--- src/rtl/spdif_rate_ctrl.sv ---
// S/PDIF sample-rate controller: classifies the longest biphase pulse per edge window,
// confirms it over consecutive windows and drives clock-recovery period/sample point.
module spdif_rate_ctrl #(
    parameter int WINDOW_EDGES   = 256,
    parameter int LOCK_WINDOWS   = 2,
    parameter int UNLOCK_WINDOWS = 3,
    parameter int TIMEOUT_CLKS   = 4096,
    parameter int MIN_VALID      = 16,
    parameter int MAX_VALID      = 96,
    parameter int TH_96_48       = 36,
    parameter int TH_48_44       = 51,
    parameter int TH_44_32       = 63,
    parameter int PERIOD_32      = 24,
    parameter int PERIOD_44      = 18,
    parameter int PERIOD_48      = 16,
    parameter int PERIOD_96      = 8
) (
    input  logic       clk,
    input  logic       reset,
    input  logic       tos_in_i,
    output logic       locked_o,
    output logic [1:0] rate_code_o,
    output logic [5:0] period_o,
    output logic [5:0] sample_at_o,
    output logic       cfg_update_o,
    output logic       no_signal_o
);
    localparam int EW = $clog2(WINDOW_EDGES + 1);
    localparam int TW = $clog2(TIMEOUT_CLKS + 1);
    localparam int MW = $clog2(LOCK_WINDOWS + 1);
    localparam int UW = $clog2(UNLOCK_WINDOWS + 1);

    localparam logic [EW-1:0] WIN_LAST = EW'(WINDOW_EDGES - 1);
    localparam logic [TW-1:0] TO_N     = TW'(TIMEOUT_CLKS);
    localparam logic [MW-1:0] LOCK_N   = MW'(LOCK_WINDOWS);
    localparam logic [UW-1:0] UNLOCK_N = UW'(UNLOCK_WINDOWS);
    localparam logic [7:0]    MIN_V    = 8'(MIN_VALID);
    localparam logic [7:0]    MAX_V    = 8'(MAX_VALID);
    localparam logic [7:0]    TH_A     = 8'(TH_96_48);
    localparam logic [7:0]    TH_B     = 8'(TH_48_44);
    localparam logic [7:0]    TH_C     = 8'(TH_44_32);

    typedef enum logic [1:0] {
        ST_SEARCH  = 2'd0,
        ST_MEASURE = 2'd1,
        ST_LOCKED  = 2'd2
    } state_t;

    function automatic logic [5:0] period_of(input logic [1:0] code);
        logic [5:0] p;
        p = 6'(PERIOD_48);
        case (code)
            2'd0: p = 6'(PERIOD_32);
            2'd1: p = 6'(PERIOD_44);
            2'd2: p = 6'(PERIOD_48);
            2'd3: p = 6'(PERIOD_96);
            default: p = 6'(PERIOD_48);
        endcase
        return p;
    endfunction

    state_t        state_q, state_d;
    logic          sync1_q, sync2_q, hist_q;
    logic [7:0]    width_q, width_d;
    logic [7:0]    max_q, max_d;
    logic [EW-1:0] edge_cnt_q, edge_cnt_d;
    logic [TW-1:0] idle_q, idle_d;
    logic [MW-1:0] match_q, match_d, match_n;
    logic [UW-1:0] miss_q, miss_d, miss_n;
    logic [1:0]    cand_q, cand_d;
    logic          locked_q, locked_d;
    logic [1:0]    rate_q, rate_d;
    logic [5:0]    period_q, period_d;
    logic [5:0]    sample_q, sample_d;
    logic          cfg_q, cfg_d;
    logic          nosig_q, nosig_d;

    logic          edge_w, timeout_w, win_end_w, code_ok_w;
    logic [7:0]    cur_max_w;
    logic [1:0]    code_w;

    assign edge_w    = sync2_q ^ hist_q;
    assign timeout_w = (idle_q == TO_N);
    assign cur_max_w = (width_q > max_q) ? width_q : max_q;
    assign win_end_w = edge_w && (state_q != ST_SEARCH) && (edge_cnt_q == WIN_LAST);

    always_comb begin
        code_ok_w = (cur_max_w >= MIN_V) && (cur_max_w <= MAX_V);
        code_w    = 2'd0;
        if (cur_max_w < TH_A)      code_w = 2'd3;
        else if (cur_max_w < TH_B) code_w = 2'd2;
        else if (cur_max_w < TH_C) code_w = 2'd1;
    end

    always_comb begin
        state_d    = state_q;
        max_d      = max_q;
        edge_cnt_d = edge_cnt_q;
        match_d    = match_q;
        match_n    = match_q;
        miss_d     = miss_q;
        miss_n     = miss_q;
        cand_d     = cand_q;
        locked_d   = locked_q;
        rate_d     = rate_q;
        period_d   = period_q;
        sample_d   = sample_q;
        cfg_d      = 1'b0;
        nosig_d    = nosig_q;

        width_d = edge_w ? 8'd1 : ((width_q == 8'hFF) ? width_q : width_q + 8'd1);
        idle_d  = edge_w ? '0 : (timeout_w ? idle_q : idle_q + 1'b1);
        if (edge_w) nosig_d = 1'b0;

        if (timeout_w) begin
            // An edge landing on the timeout cycle acts as the first edge of a new search.
            locked_d   = 1'b0;
            match_d    = '0;
            miss_d     = '0;
            edge_cnt_d = '0;
            max_d      = '0;
            if (edge_w) begin
                state_d = ST_MEASURE;
            end else begin
                state_d = ST_SEARCH;
                nosig_d = 1'b1;
            end
        end else begin
            case (state_q)
                ST_SEARCH: begin
                    if (edge_w) begin
                        state_d    = ST_MEASURE;
                        match_d    = '0;
                        edge_cnt_d = '0;
                        max_d      = '0;
                    end
                end
                ST_MEASURE, ST_LOCKED: begin
                    if (win_end_w) begin
                        edge_cnt_d = '0;
                        max_d      = '0;
                        if (state_q == ST_MEASURE) begin
                            if (!code_ok_w) begin
                                match_n = '0;
                            end else if (code_w == cand_q) begin
                                match_n = match_q + 1'b1;
                            end else begin
                                cand_d  = code_w;
                                match_n = 1;
                            end
                            match_d = match_n;
                            if (match_n == LOCK_N) begin
                                state_d  = ST_LOCKED;
                                locked_d = 1'b1;
                                cfg_d    = 1'b1;
                                rate_d   = code_w;
                                period_d = period_of(code_w);
                                sample_d = period_of(code_w) >> 1;
                                match_d  = '0;
                                miss_d   = '0;
                            end
                        end else begin
                            miss_n = (code_ok_w && code_w == rate_q) ? '0 : miss_q + 1'b1;
                            miss_d = miss_n;
                            if (miss_n == UNLOCK_N) begin
                                state_d  = ST_SEARCH;
                                locked_d = 1'b0;
                                miss_d   = '0;
                                match_d  = '0;
                            end
                        end
                    end else if (edge_w) begin
                        edge_cnt_d = edge_cnt_q + 1'b1;
                        max_d      = cur_max_w;
                    end
                end
                default: state_d = ST_SEARCH;
            endcase
        end
    end

    always_ff @(posedge clk or posedge reset) begin
        if (reset) begin
            state_q    <= ST_SEARCH;
            sync1_q    <= 1'b0;
            sync2_q    <= 1'b0;
            hist_q     <= 1'b0;
            width_q    <= '0;
            max_q      <= '0;
            edge_cnt_q <= '0;
            idle_q     <= '0;
            match_q    <= '0;
            miss_q     <= '0;
            cand_q     <= 2'd2;
            locked_q   <= 1'b0;
            rate_q     <= 2'd2;
            period_q   <= 6'(PERIOD_48);
            sample_q   <= 6'(PERIOD_48 / 2);
            cfg_q      <= 1'b0;
            nosig_q    <= 1'b1;
        end else begin
            state_q    <= state_d;
            sync1_q    <= tos_in_i;
            sync2_q    <= sync1_q;
            hist_q     <= sync2_q;
            width_q    <= width_d;
            max_q      <= max_d;
            edge_cnt_q <= edge_cnt_d;
            idle_q     <= idle_d;
            match_q    <= match_d;
            miss_q     <= miss_d;
            cand_q     <= cand_d;
            locked_q   <= locked_d;
            rate_q     <= rate_d;
            period_q   <= period_d;
            sample_q   <= sample_d;
            cfg_q      <= cfg_d;
            nosig_q    <= nosig_d;
        end
    end

    assign locked_o     = locked_q;
    assign rate_code_o  = rate_q;
    assign period_o     = period_q;
    assign sample_at_o  = sample_q;
    assign cfg_update_o = cfg_q;
    assign no_signal_o  = nosig_q;

endmodule

--- config.mk ---
export PLATFORM = sky130hd
export DESIGN_NAME = spdif_rate_ctrl
export DESIGN_NICKNAME = d
export VERILOG_FILES = /design/src/rtl/spdif_rate_ctrl.sv
export SDC_FILE = /design/constraint.sdc
export NUM_CORES = 1
export LEC_CHECK = 0
export ABC_AREA = 1
export BUFFER_PORTS_ARGS = -buffer_cell sky130_fd_sc_hd__buf_2
export CAP_MARGIN = 30
export CORE_ASPECT_RATIO = 0.5
export CORE_MARGIN = 8
export CORE_UTILIZATION = 35
export DETAILED_ROUTE_END_ITERATION = 8
export PLACE_DENSITY = 0.48
export SKIP_CTS_REPAIR_TIMING = 1
export SYNTH_ARGS = -nofsm -noshare
export SYNTH_HDL_FRONTEND = slang
export SYNTH_SLANG_ARGS = --single-unit
--- constraint.sdc ---
create_clock -name clk -period 3.1 [get_ports clk]
set_input_delay 0.62 -clock clk [delete_from_list [all_inputs] [get_ports clk]]
set_output_delay 0.62 -clock clk [all_outputs]
set_load 0.01 [all_outputs]
== After elaboration in Yosys (flattened, before gate mapping) ==
Index checks and enable logic that the tools add are counted.
Cells by class
  $add $sub $neg: 5
  multiplexer cells: 60
  $lt $le $gt $ge: 6
  reductions and logical operators: 19
  eq/ne operators: 20
  bitwise gates (word level): 3
Operators by type and width (count)
  8-bit 2-to-1 mux: 7
  2-bit 2-to-1 mux: 26
  9-bit 2-to-1 mux: 4
  13-bit 2-to-1 mux: 2
  8-bit by 6-bit < comparator with 1-bit output, second input constant: 3
  6-bit one-hot mux with 4 select lines: 1
  9-bit one-hot mux with 2 select lines: 1
  1-bit 2-to-1 mux: 16
  8-bit one-hot mux with 2 select lines: 1
  13-bit by 1-bit adder with 13-bit output, second input constant: 1
  13-bit equality test, second input constant: 1
  4-bit != test, second input constant: 3
  4-bit AND reduction: 3
  2-bit equality test, second input constant: 5
  9-bit by 1-bit adder with 9-bit output, second input constant: 1
  9-bit by 8-bit equality test with 1-bit output, second input constant: 1
  8-bit by 1-bit adder with 8-bit output, second input constant: 1
  8-bit equality test, second input constant: 1
  8-bit by 5-bit >= comparator with 1-bit output, second input constant: 1
  8-bit greater-than comparator: 1
  8-bit by 7-bit less-or-equal comparator with 1-bit output, second input constant: 1
  2-bit one-hot mux with 2 select lines: 2
  3-bit != test, second input constant: 2
  3-bit AND reduction: 2
  14 further kinds: 26
Storage, ports and cells
  flip-flop bits (word level): 65
  output and inout bits: 17
  word-level logic and storage cells: 130
  bits of input ports: 3

== Logic depth before layout (Yosys ltp) ==
Gate-level depths: netlist of the first run.
  depth in word-level cells: 19
  depth in mapped cells: 26
  mapped depth without buffers: 25

== Worst setup path before layout of the first run ==
Ideal clock, no wire load.
  path type: reg-to-reg
  start point: register width_q[1]
  end point: register rate_q[0] (netlist: rate_code_o[0])
  slack: 566 ps
  clock period less this slack: 2534 ps
  library setup time: 117 ps
  required time: 2983 ps
  path buffers: 1
  stages on the path, launching flop included: 22
  arrival: 2417 ps
  path through: dfrtp_1 ha_1 nand2_1 nand2_1 nand2_1 nand2_1 nand2_1 nand2_4 nand2_4 buf_8 nand2_2 nand2_1 nand2_2 a21oi_1 nand2_2 nand3_1 nand2_1 nor2_2 and3_4 nand2_4 o21ai_1 inv_1
On the way
  longest elaborated chain between the ends: 15
  elaborated cells between the ends (all ways): 20
  classes of those cells: 6 x order compare; 2 x eq/ne; 10 x mux; 2 x reduce/logical
RTL lines
  from (decl): line 64  | logic [7:0] width_q, width_d;
  from (signal assigned): line 206  | width_q <= width_d;
  8-bit greater-than comparator: line 84  | assign cur_max_w = (width_q > max_q) ? width_q : max_q;
  8-bit 2-to-1 mux *: line 84
  8-bit by 6-bit < comparator with 1-bit output: line 92  | else if (cur_max_w < TH_C) code_w = 2'd1;
  1-bit 2-to-1 mux: line 92
  2-bit 2-to-1 mux: line 91  | else if (cur_max_w < TH_B) code_w = 2'd2;
  2-bit 2-to-1 mux: line 90  | if (cur_max_w < TH_A) code_w = 2'd3;
  2-bit equality test: line 145  | end else if (code_w == cand_q) begin
  2-bit 2-to-1 mux: line 145
  2-bit 2-to-1 mux: line 143  | if (!code_ok_w) begin
  2-bit 2-to-1 mux: line 142  | if (state_q == ST_MEASURE) begin
  2-bit 2-to-1 mux: line 139  | if (win_end_w) begin
  2-bit 2-to-1 mux: line 129  | case (state_q)
  2-bit 2-to-1 mux: line 115  | if (timeout_w) begin
  2-bit equality test: line 152  | if (match_n == LOCK_N) begin
  5-bit AND reduction (no source line)
  to (signal assigned): line 214  | rate_q <= rate_d;
  to (decl): line 72  | logic [1:0] rate_q, rate_d;
Every way passes the cells marked *; elsewhere a longest branch is shown, timed or not. The select of a mux whose other input is x is not followed.
A chain may end at the register's enable or synchronous reset.

== Final worst setup path of the first run ==
  start point: register width_q[3]
  end point: register cand_q[0]
On the way
  longest elaborated chain between the ends: 9
  elaborated cells between the ends (all ways): 14
  classes of those cells: 6 x order compare; 1 x eq/ne; 4 x mux; 1 x bitwise; 2 x reduce/logical
RTL lines
  8-bit greater-than comparator: line 84
  8-bit 2-to-1 mux *: line 84
  8-bit by 6-bit < comparator with 1-bit output: line 92
  1-bit 2-to-1 mux: line 92
  2-bit 2-to-1 mux: line 91
  2-bit 2-to-1 mux: line 90
  2-bit equality test: line 145
  1-bit inverter (no source line)
  6-bit AND reduction (no source line)
  to (signal assigned): line 212  | cand_q <= cand_d;
  to (decl): line 70  | logic [1:0] cand_q, cand_d;
Every way passes the cells marked *; elsewhere a longest branch is shown, timed or not.

==> flow_summary.toml, run 1 <==
[floorplan]
die_h_um = 86.4
num_rows = 25
core_area_mm2 = 0.00954
pin_count = 20
die_area_mm2 = 0.0135
start_util_pct = 36.3
die_x_um = 157

[placement]
placedCellCount = 592
placed_area_mm2 = 0.00369
portBuffers = 13
gp_congestion = 0.795
dp_hpwl_um = 5770
dp_worst_setup_slack_ns = 0.264

[route]
top_layer_used = "met4"
met1Wirelength_um = 3930
first_pass_iters = 4
routed_wl_um = 7540
dr_wl_met2_um = 3190
wl_per_cell_um = 12.4
viasPerCell = 4.59
drcViolationCount = 0
drt_iter0_markers = 107
wl_met3_um = 329
ant_nets = 0
vias = 2791

[cells_and_area]
layoutNonFillerInstCount = 608
final_util_pct = 42.0
antenna_cells = 0
drive_gt1_share_pct = 17.3
layout.nets = 486
final_cell_area_mm2 = 0.00401
area_growth_pct = 15.5

[global_routing]
grt_usage_pct = 12.1
grt_pass1_vias = 2713
grt_antenna_before_repair = 0
overflow = 0
grt_max_degree = 30
grt_first_pass_wirelength_um = 12900

[logic_synthesis]
async_flop_share_pct = 100
yosysWarnings = 0
synth-edff-count = 0
yosys-top-cells-area = "dfrtp_1 (38%), nand2_1 (9.3%), inv_1 (8.1%)"
synthCells = 445
yosysMostFrequentCell = "nand2_1"
synth_top_area_share_pct = 38.3
synth.distinct_cells = 45
synth_commonest_cells = "nand2_1 (86), inv_1 (75), dfrtp_1 (53)"
synth-main-ff-cell = "dfrtp_1"
yosysSeqAreaShare_pct = 41.3
syn_avg_cell_area_um2 = 7.79
syn_area_mm2 = 0.00347
synth_top_area_cell = "dfrtp_1"
ys_seq_elements = 57

[critical_path]
end_kind = "register"
startpoint_type = "register"
critPathArrivalTime_ns = 3.00
crit_fanout = 16
critPathRequiredTime_ns = 3.31
crit_type = "register to register"

[timing]
worst_pin_slew_ns = 0.645
final-setup-viol-count = 0
setup_slack_ns = 0.308
skew_ns = 0.00590
fin_crit_ns = 2.79
fmaxAchievable_mhz = 358
final_hold_viol_count = 0
period_share_pct = 90.1
relSlewSlack_pct = 56.9
fin_setup_tns_ns = 0
rsz0062_at_grt = "false"
final-max-slew-violation-count = 0

[power]
ir_worst_vdd_mv = 0.352
leakagePower_nw = 1.98
power.density_mw_per_mm2 = 841

[cts]
cts.sinks = 57
clockRootBuffer = "clkbuf_16"
path_clk_slew_ns = 0.05
clk_latency_ns = 0.33
tritoncts = "built"
cts_buffer_depth = 2
cts_max_level = 3
cts_buffers = 9

[min_path]
holdCritPathClass = "register to register"

[status]
run_status = "complete, no violations"

[job]
cap_violations = 0
[logic make-up after synthesis]
kind of cell	count (synthesis)	share of synthesized area, %
other	1	0.108
muxes	1	0.433
xor gates and xnor gates	4	1.01
DFF	57	41.3
AOI/OAI and AO/OA	71	11.7
buffers and inverters	94	11.5
and+or+nand+nor	202	28.6
adders and majority gates	15	5.41
[flip-flops by register name, indices dropped and copies added, names as in the netlist, 3 cells and up]
register and count:
width_q 8, edge_cnt_q 9, sample_at_o 3, idle_q 13, max_q 8
[stage by stage]
step	hold WS, ns	power [mW]
finish	0.347	3.37
global route	0.354	3.68
CTS	0.352	3.37
detailed placement	0.340	2.37
global placement	0.334	2.39
floorplan	0.331	2.10
[layout by cell type, fill, tap and decap left out, types with 3 or more instances in the layout]
cell type and count:
clkbuf_1 3, o21ai_2 4, a21oi_1 18, nand3_2 4, o21ai_1 11, nor4_1 6
nor2_1 30, nand3_1 25, buf_2 13, ha_1 14, dfrtp_1 52, o22ai_1 6
a31oi_1 3, buf_4 8, inv_2 6, dfstp_2 4, nor3_1 15, o21ai_0 21
nand2_1 85, nand2_2 12, inv_1 74, clkbuf_16 9, conb_1 6, nand4_1 5
xor2_1 3, nor2_2 3, nand2_4 4
[worst paths after layout]
check	startpoint	endpoint	slack, ns	cells after the start
worst min register to register	sync1_q	sync2_q	0.35	0
max in group asynchronous	reset	sample_at_o[3]	2.00	3
worst max register to register	width_q[3]	cand_q[0]	0.31	16
min in group asynchronous	reset	idle_q[3]	0.38	2
worst min-delay path	sync1_q	sync2_q	0.35	0
worst max-delay path	width_q[3]	cand_q[0]	0.31	16
[area by class of cell]
type / count / area [um^2]
clock buffer: 13 / 250
clock inverter: 3 / 40.0
fill: 1005 / 5540
inverter: 80 / 300
multi-input combinational: 299 / 1690
sequential: 57 / 1430
tap: 135 / 169
timing repair buffer: 21 / 125
[layer usage]
layer	up-vias	track usage [%]
met5	-	0
met4	0	4.16
met3	10	4.17
met2	35	18.4
met1	1268	15.8
li1	1478	-
[critical path, stage by stage (launching register included)]
cell	delay (ns)
dfrtp_2	0.45
ha_1	0.31
nand2_1	0.06
inv_2	0.07
nand2_1	0.05
nand2_1	0.05
nand2_1	0.07
nand2_4	0.10
nand2_4	0.13
nand2_1	0.09
nand2_1	0.09
nor2_2	0.15
nand2_1	0.08
o21ai_1	0.15
nand3_2	0.14
or3_4	0.37
mux2_4	0.31
[power by group]
group          internal (mW)  switching, mW
clock                  0.641          0.329
combinational          0.498           1.02
sequential             0.819         0.0576
Note: power is estimated with default switching activity, not from simulation.
==> run 2, diff against run 1 <==
Settings changed: RECOVER_POWER from default to 100.
==> run 2 against run 1 <==
Effect of this change: total power shrank 0.68%; sequential cell count is the same; clock skew is essentially flat; wire length shrank 0.21%; combinational power is essentially flat; cell count is the same; sequential share of layout area grew 0.36 points; worst hold slack is essentially flat; critical endpoint unchanged; via count shrank 0.21%; setup slack lost 0.034 ns; non-clock buffer count is the same; count of clock-buffer cells in the layout is the same.
==> flow_summary.toml, run 2 (synthesized netlist as in run 1, its figures left out) <==
[job]
cap_violations = 0

[floorplan]
die_x_um = 157
core_area_mm2 = 0.00954
die_h_um = 86.4
die_area_mm2 = 0.0135
start_util_pct = 36.3
num_rows = 25
pin_count = 20

[timing]
final_hold_viol_count = 0
fin_crit_ns = 2.83
skew_ns = 0.00629
fmaxAchievable_mhz = 354
period_share_pct = 91.2
rsz0062_at_grt = "false"
final-setup-viol-count = 0
fin_setup_tns_ns = 0
relSlewSlack_pct = 22.5
setup_slack_ns = 0.274
hold_slack_ns = 0.347
worst_pin_slew_ns = 1.16
final-max-slew-violation-count = 0

[cts]
path_clk_slew_ns = 0.05
cts_buffer_depth = 2
cts_buffers = 9
cts.sinks = 57
tritoncts = "built"
cts_max_level = 3
clk_latency_ns = 0.32
clockRootBuffer = "clkbuf_16"

[power]
power.density_mw_per_mm2 = 843
ir_worst_vdd_mv = 0.346
leakagePower_nw = 1.92
finalPower_mw = 3.34

[critical_path]
critPathArrivalTime_ns = 3.03
end_kind = "register"
startpoint_type = "register"
critPathRequiredTime_ns = 3.31
startpoint = "width_q[3]"
crit_fanout = 16
r2r-start = "width_q[3]"
crit_type = "register to register"

[cells_and_area]
largest_register = "idle_q"
area_growth_pct = 14.4
reg.largest.list = "idle_q (13), edge_cnt_q (9)"
largest_reg_flops = 13
antenna_cells = 0
fillerInstances = 1016
final_util_pct = 41.6
final_common_cell = "nand2_1"
final_cell_mix = "nand2_1 (85), inv_1 (75), dfrtp_1 (52), nor2_1 (30), nand3_1 (25)"
drive_gt1_share_pct = 13.7
layout.nets = 486

[route]
viasPerCell = 4.58
ant_nets = 0
first_pass_iters = 4
vias = 2785
wl_per_cell_um = 12.4
routed_wl_um = 7520
drt_iter0_markers = 103
drcViolationCount = 0

[status]
run_status = "complete, no violations"

[min_path]
holdCritPathClass = "register to register"
worstHoldStart = "sync1_q"

[placement]
dp_worst_setup_slack_ns = 0.264
dp_hpwl_um = 5770
gp_congestion = 0.795
portBuffers = 13

[global_routing]
grt_usage_pct = 12.1
grt_pass1_vias = 2713
grt_first_pass_wirelength_um = 12900
grt_antenna_before_repair = 0
overflow = 0
grt_max_degree = 30
## run 2: cell count changes in the layout (fill, tap and decap cells not counted), sizes merged
cell,before,now
clkbuf,13,27
buf,21,7
## run 2: power by group
part | internal (mW) | switching, mW
sequential | 0.819 | 0.0567
clock | 0.641 | 0.326
combinational | 0.482 | 1.02
total | 1.94 | 1.40
## run 2: worst max-delay path, cell delays in order (launching register included)
cell and delay, ns:
dfrtp_2 0.45, ha_1 0.31, nand2_1 0.06, inv_2 0.07
nand2_1 0.05, nand2_1 0.05, nand2_1 0.07, nand2_4 0.10
nand2_4 0.13, nand2_1 0.09, nand2_1 0.09, nor2_2 0.15
nand2_1 0.08, o21ai_1 0.15, nand3_2 0.13, or3_1 0.39
mux2_4 0.32
## run 2: final timing paths
path | end | slack (ns) | depth (start not counted)
max | cand_q[0] | 0.27 | 16
min reg2reg | sync2_q | 0.35 | 0
max reg2reg | cand_q[0] | 0.27 | 16
max in group asynchronous | idle_q[7] | 1.17 | 3
min in group asynchronous | idle_q[3] | 0.60 | 2
min | sync2_q | 0.35 | 0
## run 2: routing by layer
metal | track usage (%) | vias up | wire length [um]
li1 | - | 1482 | -
met1 | 15.8 | 1254 | 3960
met2 | 18.4 | 39 | 3150
met3 | 4.17 | 10 | 325
met4 | 4.16 | 0 | 89
met5 | 0 | - | 0
## run 2: cell type report
class	instances	area, um^2	area share, %
multi-input cells	299	1680	42.3
inverters	80	300	7.57
clock inverters	3	40.0	1.01
clock buffers	13	250	6.31
flip-flops and latches	57	1430	36.1
well taps	135	169	4.26
repair buffers	21	97.6	2.46
## run 2: stage by stage
stage,instances,area [um^2]
global placement,592,3690
detailed placement,592,3690
finish,608,3970
CTS,608,3980
global route,608,3970
floorplan,450,3490
